## src/rtl/ps2_pkg.sv

```systemverilog
// Shared PS/2 definitions for the host transmitter and the receive path.
// Holds the transmitter state encoding, frame length and a time-to-cycles helper.
package ps2_pkg;

    typedef enum logic [2:0] {
        IDLE,
        INHIBIT,
        REQ,
        DATA,
        ACK,
        WAIT_IDLE
    } ps2_tx_st_t;

    // Start + 8 data + parity + stop.
    localparam int PS2_FRAME_BITS = 11;

    function automatic int unsigned us2cyc(input int unsigned us, input int unsigned freq);
        longint unsigned prod;
        prod = 64'(us) * 64'(freq) / 64'd1_000_000;
        return 32'(prod);
    endfunction

endpackage

```

## src/rtl/ps2_line_sync.sv

```systemverilog
// Two-flop synchronizers for the PS/2 clock and data pads plus a registered
// falling-edge pulse on the clock, landing three system cycles after the pad edge.
module ps2_line_sync (
    input  logic clk,
    input  logic rst,
    input  logic ps2_clk_in,
    input  logic ps2_data_in,
    output logic clk_sync,
    output logic data_sync,
    output logic fall
);

    logic clk_meta;
    logic data_meta;
    logic clk_prev;

    // Sync flops reset to the idle-high bus level so leaving reset never fakes an edge.
    always_ff @(posedge clk or posedge rst) begin
        if (rst) begin
            clk_meta  <= 1'b1;
            clk_sync  <= 1'b1;
            clk_prev  <= 1'b1;
            data_meta <= 1'b1;
            data_sync <= 1'b1;
            fall      <= 1'b0;
        end else begin
            clk_meta  <= ps2_clk_in;
            clk_sync  <= clk_meta;
            clk_prev  <= clk_sync;
            data_meta <= ps2_data_in;
            data_sync <= data_meta;
            fall      <= clk_prev & ~clk_sync;
        end
    end

endmodule

```

## src/rtl/ps2_host_tx.sv

```systemverilog
// PS/2 host-to-device transmitter: inhibit, request-to-send, 11-bit frame, ACK check.
// Optional request/transfer watchdog enabled by defining PS2_HOST_TX_TIMEOUT_EN.
module ps2_host_tx
    import ps2_pkg::*;
#(
    parameter int unsigned CLK_FREQ_HZ     = 50_000_000,
    parameter int unsigned INHIBIT_US      = 100,
    parameter int unsigned REQ_TIMEOUT_US  = 15_000,
    parameter int unsigned XFER_TIMEOUT_US = 2_000
) (
    input  logic       clk,
    input  logic       rst,
    input  logic       tx_start,
    input  logic [7:0] tx_data,
    input  logic       ps2_clk_in,
    input  logic       ps2_data_in,
    output logic       ps2_clk_oe,
    output logic       ps2_data_oe,
    output logic       tx_busy,
    output logic       tx_done,
    output logic       tx_err
);

    localparam int unsigned INHIBIT_CYC = us2cyc(INHIBIT_US, CLK_FREQ_HZ);
    localparam int          INH_W       = $clog2(INHIBIT_CYC + 1);
    localparam logic [INH_W-1:0] INH_LAST = INH_W'(INHIBIT_CYC - 1);
    localparam logic [INH_W-1:0] INH_PRE  = INH_W'(INHIBIT_CYC - 2);
    localparam logic [3:0]       BIT_SAT  = 4'(PS2_FRAME_BITS - 1);

    if (INHIBIT_CYC < 2 || REQ_TIMEOUT_US == 0 || XFER_TIMEOUT_US == 0) begin : g_cfg_check
        $error("ps2_host_tx: inhibit must span at least two cycles and timeouts must be non-zero");
    end

    ps2_tx_st_t       state, state_nxt;
    logic [8:0]       shreg, shreg_nxt;
    logic [3:0]       bitcnt, bitcnt_nxt;
    logic [INH_W-1:0] cnt, cnt_nxt;
    logic             clk_oe_nxt, data_oe_nxt, busy_nxt, done_nxt, err_nxt;

    logic clk_sync, data_sync, fall;
    logic dev_fall;

    ps2_line_sync u_sync (
        .clk        (clk),
        .rst        (rst),
        .ps2_clk_in (ps2_clk_in),
        .ps2_data_in(ps2_data_in),
        .clk_sync   (clk_sync),
        .data_sync  (data_sync),
        .fall       (fall)
    );

    // Edges seen while we hold the clock low are our own doing, not the device's.
    assign dev_fall = fall & ~ps2_clk_oe;

`ifdef PS2_HOST_TX_TIMEOUT_EN
    localparam int unsigned REQ_CYC  = us2cyc(REQ_TIMEOUT_US, CLK_FREQ_HZ);
    localparam int unsigned XFER_CYC = us2cyc(XFER_TIMEOUT_US, CLK_FREQ_HZ);
    localparam int unsigned WD_MAX   = (REQ_CYC > XFER_CYC) ? REQ_CYC : XFER_CYC;
    localparam int          WD_W     = $clog2(WD_MAX + 1);
    localparam logic [WD_W-1:0] REQ_LAST  = WD_W'(REQ_CYC - 1);
    localparam logic [WD_W-1:0] XFER_LAST = WD_W'(XFER_CYC - 1);

    logic [WD_W-1:0] wd, wd_nxt;

    always_ff @(posedge clk or posedge rst) begin
        if (rst) begin
            wd <= '0;
        end else begin
            wd <= wd_nxt;
        end
    end
`endif

    always_ff @(posedge clk or posedge rst) begin
        if (rst) begin
            state       <= IDLE;
            shreg       <= '0;
            bitcnt      <= '0;
            cnt         <= '0;
            ps2_clk_oe  <= 1'b0;
            ps2_data_oe <= 1'b0;
            tx_busy     <= 1'b0;
            tx_done     <= 1'b0;
            tx_err      <= 1'b0;
        end else begin
            state       <= state_nxt;
            shreg       <= shreg_nxt;
            bitcnt      <= bitcnt_nxt;
            cnt         <= cnt_nxt;
            ps2_clk_oe  <= clk_oe_nxt;
            ps2_data_oe <= data_oe_nxt;
            tx_busy     <= busy_nxt;
            tx_done     <= done_nxt;
            tx_err      <= err_nxt;
        end
    end

    always_comb begin
        state_nxt   = state;
        shreg_nxt   = shreg;
        bitcnt_nxt  = bitcnt;
        cnt_nxt     = cnt;
        clk_oe_nxt  = ps2_clk_oe;
        data_oe_nxt = ps2_data_oe;
        busy_nxt    = tx_busy;
        done_nxt    = 1'b0;
        err_nxt     = 1'b0;

        case (state)
            IDLE: begin
                if (tx_start) begin
                    shreg_nxt  = {~^tx_data, tx_data};
                    bitcnt_nxt = '0;
                    cnt_nxt    = '0;
                    busy_nxt   = 1'b1;
                    clk_oe_nxt = 1'b1;
                    state_nxt  = INHIBIT;
                end
            end
            INHIBIT: begin
                // Start bit goes low one cycle before the clock is let go.
                if (cnt == INH_LAST) begin
                    clk_oe_nxt = 1'b0;
                    state_nxt  = REQ;
                end else begin
                    cnt_nxt = cnt + 1'b1;
                    if (cnt == INH_PRE) begin
                        data_oe_nxt = 1'b1;
                    end
                end
            end
            REQ: begin
                if (dev_fall) begin
                    data_oe_nxt = ~shreg[0];
                    bitcnt_nxt  = 4'd1;
                    state_nxt   = DATA;
                end
            end
            DATA: begin
                if (dev_fall) begin
                    if (bitcnt <= 4'd8) begin
                        data_oe_nxt = ~shreg[bitcnt];
                    end else begin
                        data_oe_nxt = 1'b0;
                        state_nxt   = ACK;
                    end
                    bitcnt_nxt = (bitcnt == BIT_SAT) ? bitcnt : bitcnt + 4'd1;
                end
            end
            ACK: begin
                if (dev_fall) begin
                    if (!data_sync) begin
                        state_nxt = WAIT_IDLE;
                    end else begin
                        err_nxt   = 1'b1;
                        busy_nxt  = 1'b0;
                        state_nxt = IDLE;
                    end
                end
            end
            WAIT_IDLE: begin
                if (clk_sync && data_sync) begin
                    done_nxt  = 1'b1;
                    busy_nxt  = 1'b0;
                    state_nxt = IDLE;
                end
            end
            default: begin
                state_nxt = IDLE;
            end
        endcase

`ifdef PS2_HOST_TX_TIMEOUT_EN
        // Separate budgets: waiting for the device to start, then the whole frame.
        wd_nxt = '0;
        if (state == REQ || state == DATA || state == ACK || state == WAIT_IDLE) begin
            if ((state == REQ && wd == REQ_LAST) || (state != REQ && wd == XFER_LAST)) begin
                clk_oe_nxt  = 1'b0;
                data_oe_nxt = 1'b0;
                done_nxt    = 1'b0;
                err_nxt     = 1'b1;
                busy_nxt    = 1'b0;
                state_nxt   = IDLE;
            end else if (state == REQ && state_nxt == DATA) begin
                wd_nxt = '0;
            end else begin
                wd_nxt = wd + 1'b1;
            end
        end
`endif
    end

endmodule

```

## config.mk

```make
export PLATFORM = sky130hd
export DESIGN_NAME = ps2_host_tx
export DESIGN_NICKNAME = d
export VERILOG_FILES = /design/src/rtl/ps2_pkg.sv /design/src/rtl/ps2_line_sync.sv /design/src/rtl/ps2_host_tx.sv
export SDC_FILE = /design/constraint.sdc
export NUM_CORES = 1
export LEC_CHECK = 0
export ABC_CLOCK_PERIOD_IN_PS = 1910
export CAP_MARGIN = 10
export CELL_PAD_IN_SITES_DETAIL_PLACEMENT = 0
export CELL_PAD_IN_SITES_GLOBAL_PLACEMENT = 2
export CORE_UTILIZATION = 33
export CTS_CLUSTER_DIAMETER = 80
export DETAILED_ROUTE_END_ITERATION = 12
export PLACE_DENSITY = 0.86
export SLEW_MARGIN = 25
export SYNTH_ARGS = -nofsm -noshare
export SYNTH_HDL_FRONTEND = slang
export SYNTH_SLANG_ARGS = --single-unit
```

## constraint.sdc

```tcl
create_clock -name clk -period 1.91 [get_ports clk]
set_input_delay 0.573 -clock clk [delete_from_list [all_inputs] [get_ports clk]]
set_output_delay 0.573 -clock clk [all_outputs]
set_load 0.05 [all_outputs]
```

# [After elaboration in Yosys (flattened, before gate mapping)]
# Index checks and enable logic that the tools add are counted.
[classes] n_lt_le_gt_ge=2 reduce_logical=14 n_bitwise=6 add_sub_neg=2 eq_ne=19 mux=37
[ops] op="== test 13 bit, second input constant" count=2
[ops] op="2-to-1 mux 13 bit" count=2
[ops] op="case mux 13 bit (2 select lines)" count=1
[ops] op="2-to-1 mux 3 bit" count=8
[ops] op="inequality test 2 bit, second input constant" count=10
[ops] op="case mux 3 bit (6 select lines)" count=1
[ops] op="2-to-1 mux 1 bit" count=16
[ops] op="2-to-1 mux 4 bit" count=4
[ops] op="AND reduction 5 bit" count=3
[ops] op="adder 13 x 1 -> 13 bit, second input constant" count=1
[ops] op="case mux 4 bit (3 select lines)" count=1
[ops] op="nonzero test 3 bit" count=3
[ops] op="XNOR reduction 8 bit" count=1
[ops] op="AND reduction 7 bit" count=1
[ops] op="== test 3 x 2 -> 1 bit, second input constant" count=2
[ops] op="== test 3 bit, second input constant" count=2
[ops] op="case mux 1 bit (3 select lines)" count=2
[ops] op="AND reduction 3 bit" count=2
[ops] op="< comparator 4 x 5 -> 1 bit, second input constant" count=1
[ops] op="adder 4 x 1 -> 4 bit, second input constant" count=1
[ops] op="binary-select mux 1 bit (select 4 bit)" count=1
[ops] op="== test 4 bit, second input constant" count=1
[ops] op="<= comparator 4 bit, second input constant" count=1
[ops] op="inverter 1 bit" count=4
[ops] op="8 further kinds" count=9
[word_totals] register_bits=40

# [Longest topological paths before layout]
# Gate-level depths: netlist (run 1).
[depth] word_depth=6 ltp_mapped=6 mapped_depth_nobuf=6

# [Modules after synthesis]
# From an unflattened synthesis (run 1), not the netlist that was laid out.
[unflattened] hier_cells=221 hier_area_um2=2179.6
[by_module_without_submodules] mod="ps2_host_tx" cells_each=213 area_per_inst_um2=2005.7 instances=1
[by_module_without_submodules] mod="ps2_line_sync" cells_each=8 area_per_inst_um2=173.9 instances=1

# [Worst setup path after synthesis (run 1)]
# No wires, ideal clock.
[synth_path] path_kind="reg-to-reg" from="register cnt[0]" to="register cnt[8]" slack_ps=76 path_stages_with_launch=7 t_arrival_ps=1756 t_required_ps=1832 cell_sequence="dfrtp_1 > ha_1 > nand2_1 > or3_1 > clkbuf_2 > or4_1 > a21oi_1"
[synth_via] elab_chain_len=3 elab_cells_between_ends=6 cone_classes="add/sub: 1; eq/ne: 2; mux: 2; reduce/logical: 1"
[synth_lines] element="start: declaration" line="ps2_host_tx.sv:37" source="logic [INH_W-1:0] cnt, cnt_nxt;"
[synth_lines] element="start signal: assignment" line="ps2_host_tx.sv:90" source="cnt <= cnt_nxt;"
[synth_lines] element="adder 13 x 1 -> 13 bit or == test 13 bit (tied branches)" line="ps2_host_tx.sv:127, ps2_host_tx.sv:123"
[synth_lines] element="2-to-1 mux 13 bit or inequality test 2 bit (tied branches)"
[synth_lines] element="case mux 13 bit (2 select lines) or AND reduction 3 bit (tied branches)"
# Parallel ways exist; a longest one is shown, timed or not. The select of a mux whose other input is x is not followed.
# A chain may end at the register's enable or synchronous reset.

# [Worst setup path after layout (run 1)]
[layout_path] from="register cnt[1]" to="register cnt[8]"
# The elaborated chain is that of the path after synthesis.

==> flow_summary_export.csv, run 1 <==
group,metric,value,unit
synth,synth_area,2182,um^2
synth,synth_ff_type,"dfrtp_1",
drt,antenna_left,0,
synth,synth-async-reset-ratio,1.000,
sta,slew_viol_final,0,
place,hpwl,3724,um
critical_path,slowest_delay,0.49,ns
floorplanning,start_util,0.3436,
synth,ys_ff_latch,40,
critical_path,crit_type,"reg -> reg",
drt,via_count,1801,
critical_path,setup.worst_path.end_class,"register",
floorplanning,die_h,83.32,um
critical_path,crit_chain,"ha_1 -> nand2_1 -> or3_4 -> or4_1 -> a21oi_1",
drt,drc,0,
clocking,hold_buffers,0,
synth,yosysSeqAreaShare,0.4616,
sta,holdWs,0.3581,ns
drt,dr.pass1.iters,4,
finish,synthToLayoutAreaGrowth,26.26,%
critical_path,critPathTopFamily,"simple AND/OR/NAND/NOR gates",
sta,finalSetupViolCount,0,
synth,synth.top_cell.area_share,0.4014,
floorplanning,core,6350,um^2
synth,ys_warn_count,0,
global_route,grt_pass1_vias,1712,
sta,fin_skew,0.002287,ns
global_route,grt_pass1_wl,8328,um
critical_path,critPathMaxFanout,6,
clocking,cts_tree,"yes",
critical_path,crit_buf_inv,0,
sta,slew_headroom,0.7294,
critical_path,cp.arrival,2.04,ns
synth,syn_nets,240,
job,maxCapViolations,0,
drt,drt-initial-drc-count,71,
critical_path,cp-start-kind,"register",
drt,wl_per_cell,14.44,um
pwr,p_per_area,1081,nW/um^2
global_route,grt_max_degree,41,
finish,fin_nets,283,
status,outcome,"finished clean",
critical_path,required,2.13,ns
floorplanning,core.rowCount,29,
global_route,grt_usage,0.1503,
sta,rsz0062_at_grt,"false",
finish,antennaDiodeCount,0,
clocking,root_buffer,"clkbuf_8",
finish,fin_cells,343,
place,gp_congestion,0.8823,
worst_hold_path,worst_hold_path_type,"reg -> reg",
clocking,clk_latency,0.29,ns
sta,finalHoldViolCount,0,
synth,synth_area_leader_cell,"dfrtp_1",
drt,vias_per_cell,5.251,
global_route,antenna_found_initial,0,
sta,fmax,550.8,MHz
synth,synth.avg_cell_area,9.829,um^2
place,io_buffers,17,
clocking,clk_pin_slew,0.08,ns
clocking,cts_max_level,2,
sta,min_period,1.816,ns
floorplanning,dieWidth,83.32,um
clocking,clock_sinks,40,
synth,synth_cells,222,
synth,synth.distinct_cells,52,
synth,synth_edf_count,0,
floorplanning,io_pins,18,
pwr,p_leak,1.204,nW
clocking,cts_buffer_depth,2,
global_route,overflow,0,
sta,finalCritPeriodShare,0.9505,
clocking,cts_buffers,5,
sta,worst-slew-pin-transition,0.4028,ns
place,dpl.cell_count,335,
critical_path,cp_slowest_cell,"or4_1",
finish,layout-drive-gt1-share,0.2368,
drt,routed_wl,4953,um
synth,netlist_top_cells_area,"dfrtp_1 (40%), nand2_1 (6.2%), dfstp_2 (6.0%)",
pwr,peakVddDrop,0.6395,mV
floorplanning,dieArea,6941,um^2
==> flip-flops by register name, summed over array words and instances (netlist names), 3 cells and up <==
| name | cells |
|---|---|
| state | 3 |
| bitcnt | 4 |
| shreg | 9 |
| cnt | 13 |
==> stage by stage <==
stage	setup TNS [ns]	cell area, um^2	setup slack (ns)	util	power, mW
floorplan	0	2182	0.07560	-	1.875
global route	0	2755	0.0004787	0.4339	3.172
CTS	0	2733	0.06450	0.4303	2.973
detailed placement	-5.910	2621	-0.4580	0.4128	2.271
global placement	-5.421	2621	-0.4000	0.4128	2.259
finish	0	2755	0.09446	0.4339	2.977
==> synth_stat cells (5+ instances only) <==
master     n
nand3_1    7
nand2_1   36
clkbuf_1   5
xnor2_1    8
ha_1       5
a21oi_1   13
dfrtp_1   35
dfstp_2    5
nand2b_1   5
o21ai_0    7
inv_1     12
nor2_1    11
==> layout make-up <==
class / count / area (um^2)
Clock buffer: 6 / 72.57
Tap cell: 77 / 96.34
Timing Repair Buffer: 43 / 364.1
Clock inverter: 2 / 35.03
Fill cell: 607 / 3595
Multi-Input combinational cell: 163 / 1135
Sequential cell: 40 / 1007
Inverter: 12 / 45.04
==> worst reg2reg max path, stage by stage, from the launching register on <==
cell	delay, ns
dfrtp_1	0.40
ha_1	0.19
nand2_1	0.08
or3_4	0.43
or4_1	0.49
a21oi_1	0.15
==> cell usage in the layout (no fill, tap or decap), types with 4 or more instances in the layout <==
master / synthesis / routed
a21oi_1: 13 / 13
nand2_1: 36 / 36
ha_1: 5 / 5
dfrtp_1: 35 / 35
buf_4: 0 / 30
o21ai_0: 7 / 7
o31ai_1: 4 / 4
xnor2_1: 8 / 8
inv_1: 12 / 12
mux2i_1: 4 / 4
dfstp_2: 5 / 5
nor2_1: 11 / 11
clkdlybuf4s50_1: 0 / 11
nand2b_1: 5 / 5
nand3_1: 7 / 7
nor4_1: 4 / 4
clkbuf_8: 0 / 5
==> path summary, 6_finish.rpt <==
check	start	to	slack [ns]	cells past startpoint
worst min-delay path	u_sync.data_meta	u_sync.data_sync	0.36	0
worst min register to register	u_sync.data_meta	u_sync.data_sync	0.36	0
max in group asynchronous	rst	u_sync.clk_sync	1.03	3
worst max register to register	cnt[1]	cnt[8]	0.09	5
min in group asynchronous	rst	tx_busy	0.63	3
worst max-delay path	cnt[1]	cnt[8]	0.09	5
==> logic make-up (layout without fill, tap and decap cells) <==
kind of cell,after synthesis,count (layout),share of synthesized area
XOR/XNOR,9,9,0.03613
AND/OR/NAND/NOR,96,96,0.2477
multiplexers,8,8,0.04931
adder cells (fa/ha/maj),5,5,0.02867
flip-flops,40,40,0.4616
buffers and inverters,19,63,0.03383
AO/OA/AOI/OAI,45,45,0.1428
==> what timing repair did <==
| item | CTS | global route |
|---|---|---|
| resized for setup | 2 | 6 |
| setup buffers | 0 | 0 |
| endpoints found under the setup margin | 11 | 6 |
==> power by group <==
part,internal (mW),leakage (nW),total (mW),switching (mW)
Sequential,1.05,0.496,1.21,0.155
Combinational,0.506,0.652,1.08,0.574
Clock,0.388,0.0552,0.689,0.301
Total,1.95,1.20,2.98,1.03
==> routing by layer <==
metal  GRT usage  up-vias  routed length, um
met5           0        -                  0
met4     0.05016        0                 70
met3     0.02982       10                126
met2      0.2377       28               2344
met1      0.2064      876               2412
li1            -      887                  -
No activity file was read; power rests on OpenSTA's default activity.
==> inputs of run 2 (changes only) <==
--- a/config.mk
+++ b/config.mk
@@ -5,14 +5,14 @@
 export SDC_FILE = /design/constraint.sdc
 export NUM_CORES = 1
 export LEC_CHECK = 0
-export ABC_CLOCK_PERIOD_IN_PS = 1910
+export ABC_CLOCK_PERIOD_IN_PS = 1900
 export CAP_MARGIN = 10
 export CELL_PAD_IN_SITES_DETAIL_PLACEMENT = 0
 export CELL_PAD_IN_SITES_GLOBAL_PLACEMENT = 2
-export CORE_UTILIZATION = 33
+export CORE_UTILIZATION = 37
 export CTS_CLUSTER_DIAMETER = 80
 export DETAILED_ROUTE_END_ITERATION = 12
-export PLACE_DENSITY = 0.86
+export PLACE_DENSITY = 0.91
 export SLEW_MARGIN = 25
 export SYNTH_ARGS = -nofsm -noshare
 export SYNTH_HDL_FRONTEND = slang
==> constraint.sdc (replaced) <==
create_clock -name clk -period 1.9 [get_ports clk]
set_input_delay 0.57 -clock clk [delete_from_list [all_inputs] [get_ports clk]]
set_output_delay 0.57 -clock clk [all_outputs]
set_load 0.05 [all_outputs]
==> flow_summary_export.csv, run 2 (synthesis results as in run 1) <==
group,metric,value,unit
critical_path,required,2.07,ns
floorplanning,io_pins,18,
worst_hold_path,hold_depth,0,
floorplanning,core,5608,um^2
drt,drt-initial-drc-count,97,
worst_hold_path,min_from,"u_sync.clk_meta",
critical_path,cp.arrival,2.00,ns
floorplanning,die_h,78.80,um
finish,fin_nets,281,
job,maxCapViolations,0,
place,gp_congestion,0.7767,
floorplanning,start_util,0.3891,
global_route,grt_pass1_vias,1832,
finish,final_common_cell,"nand2_1",
clocking,hold_buffers,0,
worst_hold_path,whs_endpoint,"u_sync.clk_sync",
pwr,p_per_area,1065,nW/um^2
floorplanning,core.rowCount,27,
clocking,post-cts-setup-buffers,0,
place,hpwl,3472,um
sta,fmax,546.5,MHz
global_route,grt_max_degree,41,
clocking,cts_tree,"yes",
drt,routed_wl,4702,um
finish,largestRegisters,"cnt x13, shreg x9, bitcnt x4",
pwr,peakVddDrop,0.4571,mV
finish,largest_register_ffs,13,
sta,slew_headroom,0.6623,
drt,dr.pass1.iters,4,
critical_path,critPathMaxFanout,4,
drt,antenna_left,0,
drt,drc,0,
critical_path,setup.worst_path.end_class,"register",
sta,worst-slew-pin-transition,0.5031,ns
critical_path,reg2reg_to,"cnt[4]",
global_route,overflow,0,
finish,antennaDiodeCount,0,
clocking,root_buffer,"clkbuf_8",
worst_hold_path,worst_hold_path_type,"reg -> reg",
critical_path,crit_type,"reg -> reg",
critical_path,rr_worst_depth,4,
clocking,cts_buffers,5,
finish,final_cell_mix,"nand2_1 (36), dfrtp_1 (35), buf_4 (28)",
finish,synthToLayoutAreaGrowth,25.17,%
status,outcome,"finished clean",
sta,min_period,1.830,ns
floorplanning,dieArea,6209,um^2
sta,fin_ws,0.07026,ns
global_route,antenna_found_initial,0,
global_route,grt_pass1_wl,8438,um
sta,finalSetupViolCount,0,
critical_path,cp-start-kind,"register",
finish,fin_cells,336,
place,dpl.cell_count,328,
sta,rsz0062_at_grt,"true",
pwr,p_leak,1.190,nW
pwr,power,2.908,mW
critical_path,worstReg2RegStart,"state[1]",
critical_path,rrSetupSlack,0.07,ns
floorplanning,dieWidth,78.80,um
drt,vias_per_cell,5.315,
sta,finalCritPeriodShare,0.9630,
place,pre_cts_ws,-0.4728,ns
global_route,grt_usage,0.1763,
place,io_buffers,17,
sta,slew_viol_final,0,
clocking,cts_buffer_depth,2,
drt,via_count,1786,
clocking,clk_latency,0.30,ns
finish,nFillCells,571,
finish,layout-drive-gt1-share,0.2424,
finish,regMostFlops,"cnt",
clocking,clk_pin_slew,0.08,ns
sta,finalHoldViolCount,0,
sta,fin_skew,0.002574,ns
drt,wl_per_cell,13.99,um
clocking,clock_sinks,40,
clocking,cts_max_level,2,
run 2: cell types whose count changed in the layout (fill, tap and decap cells not counted), sizes merged:
cell and delta:
buf -2, bufinv -1, clkinv +1
run 2: where the power goes:
part / internal, mW / switching (mW) / leakage, nW
clock: 0.290 / 0.302 / 0.0510
combinational: 0.531 / 0.587 / 0.642
sequential: 1.06 / 0.139 / 0.496
total: 1.88 / 1.03 / 1.19
run 2: per-layer routing:
layer  GRT usage  share of wire  up-vias
met2      0.2939           0.50       22
met5           0              0        -
met3     0.03908          0.030        7
li1            -              -      885
met1      0.2258           0.46      872
met4     0.05741          0.013        0
run 2: stage by stage:
stage	hold WS, ns	util	instance area, um^2	TNS (ns)
floorplan	0.3452	-	2182	0
global placement	0.3465	0.4636	2600	-5.825
detailed placement	0.3509	0.4636	2600	-6.041
CTS	0.3623	0.4857	2724	0
global route	0.3702	0.4871	2731	-0.004388
finish	0.3602	0.4871	2731	0
run 2: worst max-delay path, stage by stage (launching register included):
cell,delay (ns)
dfrtp_1,0.41
or3b_2,0.55
or4_4,0.57
nand4_1,0.11
nand2_1,0.07
run 2: worst max-delay path by stage:
stage / start / endpoint / slack, ns / cells past startpoint
3_5_place_dp: tx_start / cnt[6] / -0.47 / 5
5_1_grt: cnt[10] / state[0] / -0.004 / 4
3_3_place_gp: tx_start / cnt[8] / -0.45 / 5
6_report: state[1] / cnt[4] / 0.07 / 4
2_1_floorplan: cnt[0] / cnt[8] / 0.07 / 6
4_1_cts: cnt[5] / cnt[3] / 0.05 / 4
run 2: area by class of cell:
class / count / area (um^2) / area share
multi-input combinational: 163 / 1147 / 0.4201
sequential: 40 / 1007 / 0.3688
timing repair buffer: 41 / 349.1 / 0.1278
tap: 72 / 90.09 / 0.03298
clock buffer: 6 / 82.58 / 0.03023
inverter: 12 / 45.04 / 0.01649
clock inverter: 2 / 10.01 / 0.003665
run 2: repair_timing:
| item | CTS | global route |
|---|---|---|
| cloned | 0 | 0 |
| pin swaps | 1 | 0 |
| gates resized for setup | 9 | 2 |
| setup endpoints to repair | 11 | 1 |
==> inputs of run 3 (changes only) <==
--- a/config.mk
+++ b/config.mk
@@ -5,14 +5,14 @@
 export SDC_FILE = /design/constraint.sdc
 export NUM_CORES = 1
 export LEC_CHECK = 0
-export ABC_CLOCK_PERIOD_IN_PS = 1900
+export ABC_CLOCK_PERIOD_IN_PS = 1600
 export CAP_MARGIN = 10
 export CELL_PAD_IN_SITES_DETAIL_PLACEMENT = 0
 export CELL_PAD_IN_SITES_GLOBAL_PLACEMENT = 2
-export CORE_UTILIZATION = 37
+export CORE_UTILIZATION = 33
 export CTS_CLUSTER_DIAMETER = 80
 export DETAILED_ROUTE_END_ITERATION = 12
-export PLACE_DENSITY = 0.91
+export PLACE_DENSITY = 0.86
 export SLEW_MARGIN = 25
 export SYNTH_ARGS = -nofsm -noshare
 export SYNTH_HDL_FRONTEND = slang
==> constraint.sdc (replaced) <==
create_clock -name clk -period 1.6 [get_ports clk]
set_input_delay 0.48 -clock clk [delete_from_list [all_inputs] [get_ports clk]]
set_output_delay 0.48 -clock clk [all_outputs]
set_load 0.05 [all_outputs]
==> flow_summary_export.csv, run 3 (synthesis results as in run 1) <==
group,metric,value,unit
worst_hold_path,worst_hold_path_type,"reg -> reg",
critical_path,setup.worst_path.end_class,"register",
sta,finalCritPeriodShare,1.109,
clocking,cts_buffer_depth,2,
finish,largestRegisters,"cnt x13, shreg x9, bitcnt x4",
place,dpl.cell_count,357,
drt,routed_wl,5463,um
global_route,grt_usage,0.1690,
global_route,antenna_found_initial,0,
clocking,cts_buffers,5,
drt,vias_per_cell,5.115,
finish,largest_register_ffs,13,
drt,drt-initial-drc-count,73,
floorplanning,dieArea,6941,um^2
finish,fin_cells,373,
clocking,root_buffer,"clkbuf_8",
finish,synthToLayoutAreaGrowth,48.28,%
critical_path,cp-start-kind,"register",
sta,fin_ws,-0.1750,ns
place,hpwl,3729,um
drt,via_count,1908,
job,maxCapViolations,0,
clocking,clk_latency,0.30,ns
clocking,cts_tree,"yes",
finish,final_common_cell,"buf_4",
drt,dr.pass1.iters,4,
status,outcome,"complete, but fails checks",
place,gp_congestion,0.7761,
finish,regMostFlops,"cnt",
floorplanning,core,6350,um^2
clocking,cts_max_level,2,
global_route,grt_pass1_wl,9356,um
sta,min_period,1.775,ns
sta,fmax,563.4,MHz
sta,finalHoldViolCount,0,
sta,worst-slew-pin-transition,0.4493,ns
drt,wl_per_cell,14.65,um
floorplanning,dieWidth,83.32,um
pwr,power,3.945,mW
sta,finalSetupViolCount,16,
global_route,grt_max_degree,41,
sta,slew_headroom,0.6994,
clocking,clk_pin_slew,0.09,ns
floorplanning,die_h,83.32,um
critical_path,crit_type,"reg -> reg",
pwr,p_leak,1.412,nW
global_route,grt_pass1_vias,1983,
floorplanning,start_util,0.3436,
floorplanning,io_pins,18,
sta,rsz0062_at_grt,"true",
clocking,clock_sinks,40,
drt,antenna_left,0,
finish,final_cell_mix,"buf_4 (50), nand2_1 (34), dfrtp_1 (34)",
sta,slew_viol_final,0,
critical_path,required,1.77,ns
sta,fin_skew,0.01205,ns
critical_path,cp.arrival,1.95,ns
status,violations,"setup timing",
finish,layout-drive-gt1-share,0.3986,
finish,fin_nets,313,
drt,drc,0,
pwr,peakVddDrop,0.6842,mV
critical_path,critPathMaxFanout,4,
floorplanning,core.rowCount,29,
pwr,p_per_area,1219,nW/um^2
finish,antennaDiodeCount,0,
global_route,overflow,0,
place,io_buffers,17,
==> run 3: cell count changes in the layout (fill, tap and decap cells not counted), moves of 5 or more <==
cell     previous run  this run
o21ai_1             0         5
buf_6               0         5
buf_4              28        50
o21ai_0             7         2
buf_12              1         6
==> run 3: power by group <==
| group | switching, mW | leakage [nW] | internal [mW] |
|---|---|---|---|
| registers | 0.173 | 0.496 | 1.26 |
| logic | 0.846 | 0.864 | 0.912 |
| clock network | 0.361 | 0.0515 | 0.394 |
| total | 1.38 | 1.41 | 2.56 |
==> run 3: worst paths after layout <==
| kind | startpoint | end | slack [ns] | cells past startpoint |
|---|---|---|---|---|
| worst max-delay path | cnt[11] | state[0] | -0.17 | 5 |
| worst min-delay path | u_sync.data_meta | u_sync.data_sync | 0.36 | 0 |
| worst max register to register | cnt[11] | state[0] | -0.17 | 5 |
| worst min register to register | u_sync.data_meta | u_sync.data_sync | 0.36 | 0 |
| max in group asynchronous | rst | u_sync.data_meta | 0.80 | 3 |
| min in group asynchronous | rst | cnt[6] | 0.54 | 3 |
==> run 3: layout make-up <==
class,instances,area [um^2]
clock buffer,8,100.1
fill,561,3114
inverter,12,45.04
multi-input combinational,163,1315
sequential,40,1008
tap,77,96.34
timing repair buffer,73,670.6
==> run 3: per-layer routing <==
layer,wire [um],global-route usage
met4,75,0.05643
met1,2423,0.2104
met3,134,0.02684
met5,0,0
met2,2830,0.2973
==> run 3: repair_timing <==
action | in CTS | in global routing
setup buffers | 3 | 5
endpoints found under the setup margin | 22 | 32
pin swaps | 14 | 12
hold buffers | 0 | 0
resized for setup | 19 | 23
==> run 3: worst max-delay path, stage by stage (launching register included) <==
cell      delay, ns
dfrtp_1        0.39
or4b_4         0.60
nor4_4         0.25
buf_4          0.18
nand2b_4       0.15
o211ai_1       0.09
==> run 3: through the flow <==
| step | setup slack (ns) | TNS, ns | instance area, um^2 | utilization | hold WS [ns] |
|---|---|---|---|---|---|
| global placement | -0.5968 | -10.61 | 2878 | 0.4532 | 0.3469 |
| finish | -0.1750 | -1.943 | 3236 | 0.5096 | 0.3576 |
| floorplan | -0.1239 | -0.7602 | 2212 | - | 0.3452 |
| detailed placement | -0.6013 | -11.20 | 2878 | 0.4532 | 0.3498 |
| CTS | -0.2080 | -1.877 | 3093 | 0.4871 | 0.3608 |
| global route | -0.2629 | -3.157 | 3236 | 0.5096 | 0.3667 |
